$ cat config.mk
export PLATFORM = sky130hd
export DESIGN_NAME = pipeline_hazard_ctrl
export DESIGN_NICKNAME = d
export VERILOG_FILES = /design/src/rtl/pipe_ctrl_pkg.sv /design/src/rtl/hazard_perf_counters.sv /design/src/rtl/pipeline_hazard_ctrl.sv
export SDC_FILE = /design/constraint.sdc
export NUM_CORES = 1
export LEC_CHECK = 0
export BUFFER_PORTS_ARGS = -buffer_cell sky130_fd_sc_hd__buf_2
export CAP_MARGIN = 20
export CORE_UTILIZATION = 53
export CTS_CLUSTER_SIZE = 10
export DETAILED_ROUTE_END_ITERATION = 8
export GPL_TIMING_DRIVEN = 0
export PLACE_DENSITY = 0.83
export SLEW_MARGIN = 20
export SYNTH_ARGS = -nofsm -noshare
export SYNTH_HDL_FRONTEND = slang
export SYNTH_HIERARCHICAL = 1
export SYNTH_SLANG_ARGS = --single-unit
$ cat constraint.sdc
create_clock -name clk -period 3.3 [get_ports clk]
set_clock_uncertainty 0.2 [all_clocks]
set_input_delay 0.33 -clock clk [delete_from_list [all_inputs] [get_ports clk]]
set_output_delay 0.33 -clock clk [all_outputs]
set_load 0.03 [all_outputs]
$ cat src/rtl/pipe_ctrl_pkg.sv
// Shared types for the 5-stage pipeline sequencing logic: hazard FSM states
// and the per-register enable/flush bundle used by the pipeline registers.
package pipe_ctrl_pkg;

  localparam int REG_ADDR_W = 5;

  typedef enum logic [1:0] {
    RUN   = 2'd0,
    DWAIT = 2'd1,
    IWAIT = 2'd2
  } hz_state_t;

  typedef struct packed {
    logic pc_en;
    logic ifid_en;
    logic ifid_flush;
    logic idex_en;
    logic idex_flush;
    logic exmem_en;
  } pipe_ctrl_t;

  localparam pipe_ctrl_t CTRL_RUN      = '{1'b1, 1'b1, 1'b0, 1'b1, 1'b0, 1'b1};
  localparam pipe_ctrl_t CTRL_FREEZE   = '{1'b0, 1'b0, 1'b0, 1'b0, 1'b0, 1'b0};
  localparam pipe_ctrl_t CTRL_REDIRECT = '{1'b1, 1'b1, 1'b1, 1'b1, 1'b1, 1'b1};
  localparam pipe_ctrl_t CTRL_LOAD_USE = '{1'b0, 1'b0, 1'b0, 1'b1, 1'b1, 1'b1};
  localparam pipe_ctrl_t CTRL_IMISS    = '{1'b0, 1'b1, 1'b1, 1'b1, 1'b0, 1'b1};

endpackage

$ cat src/rtl/hazard_perf_counters.sv
// Stall/flush performance counters plus the dmem wait-state watchdog
// (saturating wait counter and sticky timeout flag).
module hazard_perf_counters #(
  parameter int CNT_W    = 32,
  parameter int MAX_WAIT = 255
) (
  input  logic             clk,
  input  logic             rst_n,
  input  logic             stall_inc,
  input  logic             flush_inc,
  input  logic             dwait_stall,
  output logic [CNT_W-1:0] stall_cnt,
  output logic [CNT_W-1:0] flush_cnt,
  output logic             dmem_timeout
);

  localparam int WAIT_W = $clog2(MAX_WAIT + 1);
  localparam logic [WAIT_W-1:0] WAIT_MAX = WAIT_W'(MAX_WAIT);

  logic [CNT_W-1:0]  stall_cnt_q, stall_cnt_d;
  logic [CNT_W-1:0]  flush_cnt_q, flush_cnt_d;
  logic [WAIT_W-1:0] wait_cnt_q, wait_cnt_d;
  logic              timeout_q, timeout_d;

  always_comb begin
    stall_cnt_d = stall_inc ? stall_cnt_q + CNT_W'(1) : stall_cnt_q;
    flush_cnt_d = flush_inc ? flush_cnt_q + CNT_W'(1) : flush_cnt_q;
    wait_cnt_d  = '0;
    if (dwait_stall) begin
      wait_cnt_d = (wait_cnt_q == WAIT_MAX) ? wait_cnt_q : wait_cnt_q + WAIT_W'(1);
    end
    // Flag as soon as the saturation value is reached; never cleared except by reset.
    timeout_d = timeout_q | (dwait_stall && (wait_cnt_d == WAIT_MAX));
  end

  always_ff @(posedge clk) begin
    if (!rst_n) begin
      stall_cnt_q <= '0;
      flush_cnt_q <= '0;
      wait_cnt_q  <= '0;
      timeout_q   <= 1'b0;
    end else begin
      stall_cnt_q <= stall_cnt_d;
      flush_cnt_q <= flush_cnt_d;
      wait_cnt_q  <= wait_cnt_d;
      timeout_q   <= timeout_d;
    end
  end

  assign stall_cnt    = stall_cnt_q;
  assign flush_cnt    = flush_cnt_q;
  assign dmem_timeout = timeout_q;

endmodule

$ cat src/rtl/pipeline_hazard_ctrl.sv
// Hazard sequencing for the 5-stage pipeline: prioritises dmem freeze,
// redirects, load-use bubbles and fetch stalls into register enables/flushes.
module pipeline_hazard_ctrl
  import pipe_ctrl_pkg::*;
#(
  parameter int REG_ADDR_W = pipe_ctrl_pkg::REG_ADDR_W,
  parameter int CNT_W      = 32,
  parameter int MAX_WAIT   = 255
) (
  input  logic                  clk,
  input  logic                  rst_n,
  input  logic [REG_ADDR_W-1:0] id_rs1,
  input  logic [REG_ADDR_W-1:0] id_rs2,
  input  logic                  id_use_rs1,
  input  logic                  id_use_rs2,
  input  logic [REG_ADDR_W-1:0] ex_rd,
  input  logic                  ex_mem_read,
  input  logic                  ex_redirect,
  input  logic                  imem_ready,
  input  logic                  dmem_req,
  input  logic                  dmem_ready,
  output logic                  pc_en,
  output logic                  ifid_en,
  output logic                  ifid_flush,
  output logic                  idex_en,
  output logic                  idex_flush,
  output logic                  exmem_en,
  output logic                  dmem_timeout,
  output logic [CNT_W-1:0]      stall_cnt,
  output logic [CNT_W-1:0]      flush_cnt
);

  hz_state_t  state_q, state_d;
  logic       redirect_pend_q, redirect_pend_d;
  logic       load_use, dmem_stall, redir_act, dwait_stall, flush_inc;
  pipe_ctrl_t ctrl;

  always_comb begin
    load_use = ex_mem_read && (ex_rd != '0) &&
               ((id_use_rs1 && (id_rs1 == ex_rd)) || (id_use_rs2 && (id_rs2 == ex_rd)));
    // The cycle dmem_ready rises in DWAIT is already evaluated as RUN.
    dwait_stall = (state_q == DWAIT) && !dmem_ready;
    dmem_stall  = dwait_stall || ((state_q != DWAIT) && dmem_req && !dmem_ready);
    redir_act   = ex_redirect || redirect_pend_q;
  end

  always_comb begin
    ctrl            = CTRL_RUN;
    state_d         = RUN;
    redirect_pend_d = redirect_pend_q;
    flush_inc       = 1'b0;
    if (dmem_stall) begin
      ctrl    = CTRL_FREEZE;
      state_d = DWAIT;
    end else if (redir_act) begin
      ctrl            = CTRL_REDIRECT;
      redirect_pend_d = !imem_ready;
      flush_inc       = !redirect_pend_q;
    end else if (load_use) begin
      ctrl = CTRL_LOAD_USE;
    end else if (!imem_ready) begin
      ctrl    = CTRL_IMISS;
      state_d = IWAIT;
    end
    if (!rst_n) begin
      ctrl = CTRL_RUN;
    end
  end

  always_ff @(posedge clk) begin
    if (!rst_n) begin
      state_q         <= RUN;
      redirect_pend_q <= 1'b0;
    end else begin
      state_q         <= state_d;
      redirect_pend_q <= redirect_pend_d;
    end
  end

  assign pc_en      = ctrl.pc_en;
  assign ifid_en    = ctrl.ifid_en;
  assign ifid_flush = ctrl.ifid_flush;
  assign idex_en    = ctrl.idex_en;
  assign idex_flush = ctrl.idex_flush;
  assign exmem_en   = ctrl.exmem_en;

  hazard_perf_counters #(
    .CNT_W    (CNT_W),
    .MAX_WAIT (MAX_WAIT)
  ) u_perf (
    .clk          (clk),
    .rst_n        (rst_n),
    .stall_inc    (!ctrl.pc_en),
    .flush_inc    (flush_inc),
    .dwait_stall  (dwait_stall),
    .stall_cnt    (stall_cnt),
    .flush_cnt    (flush_cnt),
    .dmem_timeout (dmem_timeout)
  );

endmodule

==> results.yml <==
worst_setup_path:
  crit_chain: "nand2b_1 -> a21o_4 -> nor2_4 -> inv_1 -> o21ai_0 -> a21o_1 -> buf_4 -> nand4_4 -> or4_1 -> clkbuf_4 -> or4_1 -> a21oi_1"
  critPathMostFrequentCell: "or4_1"
  setup.worst_path.class: "reg -> reg"
  cp.arrival_ns: 3.20
  cp.buffers_inverters: 3
  crit_required_ns: 3.36
  crit_family: "simple AND/OR/NAND/NOR gates"
  crit_path_top_delay_cell: "or4_1"
  cp_max_fo: 10
  worst_setup_path_end_kind: "flip-flop"
  cp-start-kind: "flip-flop"
  critPathMaxStageDelay_ns: 0.53
clock_network:
  cts_max_path_buffers: 2
  clock_latency_ns: 0.34
  cts_tree: "yes"
  numCtsBuffers: 9
  cts_hold_repair.buffers: 0
  cts_root_buf: "clkbuf_8"
  cts.htree.levels: 3
  clock_sinks: 76
  cts.clk_slew.worst_paths_ns: 0.08
pwr:
  p_leak_nw: 1.73
  power_mw: 1.93
  p_per_area_nw_per_um2: 415
  ir_drop_mv: 0.261
yosys:
  ys_seq_area_frac: 0.404
  synth_seq_cells: 76
  syn-cell-area_um2: 3770
  yosys.cell_types.count: 42
  syn_inst: 454
  avgSynthCellArea_um2: 8.30
  synth_fp_nets: 481
  synth_warnings: 6
route:
  wl_met1_mm: 4.18
  highest_layer: "met4"
  post_drt_wl_per_cell_um: 14.2
  dr_wl_met2_mm: 4.52
  drt_iter0_drc: 181
  wirelength_mm: 9.40
  drc_errors: 0
  route.met3.wl_um: 589
  via_count: 3870
  via_per_inst: 5.85
  firstDrtPassIters: 5
  ant_nets: 0
die:
  start_util: 0.551
  dieWidth_um: 86.3
  die-area_um2: 7450
  die_y_um: 86.3
  core.rowCount: 30
  ios: 95
  core_area_um2: 6830
timing:
  max_slew.worst_pin.slew_ns: 0.557
  maxSlewViolCount: 0
  setup_ws_ns: 0.160
  whs_ns: 0.0195
  post-route-min-period_ns: 3.14
  setup_viol: 0
  final-hold-violation-count: 0
  max_clock_freq_ghz: 0.318
  rsz0062_at_grt: "false"
  period_share: 0.952
  max_slew_margin: 0.629
grt:
  antenna_found_initial: 0
  track_usage: 0.256
  grt.overflow.total: 0
  grt_max_degree: 13
  grt_pass1_vias: 3416
  grt_pass1_wl_mm: 15.4
cells_and_area:
  finish.utilization: 0.681
  syn_to_final_growth_pct: 23.5
  drive_above_1_share: 0.224
  diodes: 0
  fillers: 588
  final_cells: 662
  nNetsFinal: 588
placement:
  portBuffers: 94
  place_hpwl_mm: 6.57
  place_congestion: 0.899
  placedCellCount: 644
  pre_cts_slack_ns: -0.116
job:
  cap_violations: 0
outcome:
  status: "finished clean"
min_path:
  hold_path_class: "in -> reg"
through the flow:
stage	TNS, ns	instance area, um2
after floorplan	0	3770
after global placement	-0.506	4360
after detailed placement	-0.898	4360
after CTS	0	4620
after global routing	0	4650
final	0	4650
flip-flops by register name, indices dropped and copies added (netlist names):
name	flops
u_perf/dmem_timeout	1
u_perf/flush_cnt	32
state_q	2
redirect_pend_q	1
u_perf/stall_cnt	32
u_perf/wait_cnt_q	8
power breakdown:
| group | switching (mW) | total (mW) | leakage [nW] | internal (mW) |
|---|---|---|---|---|
| Sequential | 0.00712 | 0.930 | 0.613 | 0.923 |
| Combinational | 0.0776 | 0.123 | 0.992 | 0.0456 |
| Clock | 0.336 | 0.879 | 0.127 | 0.543 |
Yosys cell counts (all sizes together):
| library cell | number | area share |
|---|---|---|
| nand4 | 21 | 0.039 |
| nor4 | 10 | 0.020 |
| o211ai | 1 | 0.0020 |
| or3 | 16 | 0.027 |
| xor2 | 7 | 0.016 |
| o21ai | 20 | 0.028 |
| clkinv | 1 | 0.0010 |
| a2111oi | 1 | 0.0023 |
| nand3 | 16 | 0.021 |
| or2 | 1 | 0.0017 |
| nor2b | 1 | 0.0017 |
| nor2 | 35 | 0.035 |
| mux2i | 6 | 0.016 |
| a31oi | 5 | 0.0083 |
| xnor2 | 26 | 0.060 |
| or4 | 27 | 0.055 |
| dfxtp | 76 | 0.40 |
| clkbuf | 18 | 0.018 |
| a21boi | 2 | 0.0040 |
| o21a | 2 | 0.0040 |
| a21oi | 44 | 0.058 |
| nand2b | 6 | 0.010 |
| and3 | 4 | 0.0066 |
| a32o | 1 | 0.0027 |
| ha | 3 | 0.010 |
| a211oi | 1 | 0.0020 |
| a21o | 3 | 0.0060 |
| o31ai | 22 | 0.044 |
| a311oi | 1 | 0.0023 |
| o22ai | 2 | 0.0033 |
| and4 | 4 | 0.0093 |
| nand4b | 2 | 0.0047 |
| nor3 | 9 | 0.012 |
| inv | 17 | 0.017 |
| nand2 | 35 | 0.035 |
| o2111a | 1 | 0.0030 |
| buf | 7 | 0.011 |
final timing paths:
check / to / slack (ns) / startpoint / cells after the start
max: u_perf/stall_cnt[30] / 0.16 / state_q[1] / 12
min: redirect_pend_q / 0.02 / imem_ready / 2
max reg2reg: u_perf/stall_cnt[30] / 0.16 / state_q[1] / 12
min reg2reg: u_perf/flush_cnt[31] / 0.27 / u_perf/flush_cnt[31] / 2
final cells by class:
| cell class | instances | area, um2 | area share |
|---|---|---|---|
| Buffer | 25 | 114 | 0.0245 |
| Clock buffer | 12 | 155 | 0.0334 |
| Clock inverter | 4 | 95.1 | 0.0204 |
| Sequential cell | 76 | 1520 | 0.327 |
| Tap cell | 96 | 120 | 0.0258 |
| Timing Repair Buffer | 96 | 485 | 0.104 |
| Inverter | 18 | 67.6 | 0.0145 |
| Multi-Input combinational cell | 335 | 2090 | 0.450 |
timing repair:
item	in CTS	in global routing
pin swaps	0	2
endpoints found under the setup margin	6	22
gates resized for setup	2	8
buffers inserted	0	2
logic make-up (layout without fill, tap and decap cells):
kind of cell	count (synthesis)	in the layout	share of synthesized area
compound gates	106	106	0.170
simple gates	187	187	0.277
fa+ha+maj	3	3	0.00997
buf+inv	43	155	0.0465
mux	6	6	0.0159
flops	76	76	0.404
xor+xnor	33	33	0.0767
routing by layer:
layer | vias to the layer above | global-route usage
met5 | - | 0
met4 | 0 | 0.0803
met3 | 11 | 0.0714
met2 | 146 | 0.432
met1 | 1819 | 0.316
li1 | 1894 | -
layout by cell type (no fill, tap or decap), types with 2 or more instances in the layout:
master | synthesis | routed
clkbuf_8 | 0 | 11
o22ai_1 | 2 | 2
or4_1 | 26 | 26
nor2_1 | 35 | 34
buf_2 | 5 | 98
nand4b_1 | 2 | 2
xor2_1 | 7 | 7
nand2_1 | 35 | 35
ha_1 | 3 | 3
a21oi_1 | 44 | 44
clkbuf_1 | 18 | 18
a31oi_1 | 5 | 5
dfxtp_1 | 76 | 76
and3_1 | 4 | 4
mux2i_1 | 6 | 6
nand3_1 | 16 | 16
o31ai_1 | 22 | 22
a21o_1 | 3 | 2
nor4_1 | 8 | 8
nand2b_1 | 6 | 6
o21a_1 | 2 | 2
inv_1 | 17 | 17
nor3_1 | 9 | 9
bufinv_16 | 0 | 3
xnor2_1 | 26 | 26
buf_4 | 2 | 5
and4_1 | 4 | 4
o21ai_0 | 19 | 19
or3_1 | 16 | 16
nand4_1 | 20 | 20
a21boi_0 | 2 | 2
(Power assumes the default switching activity.)
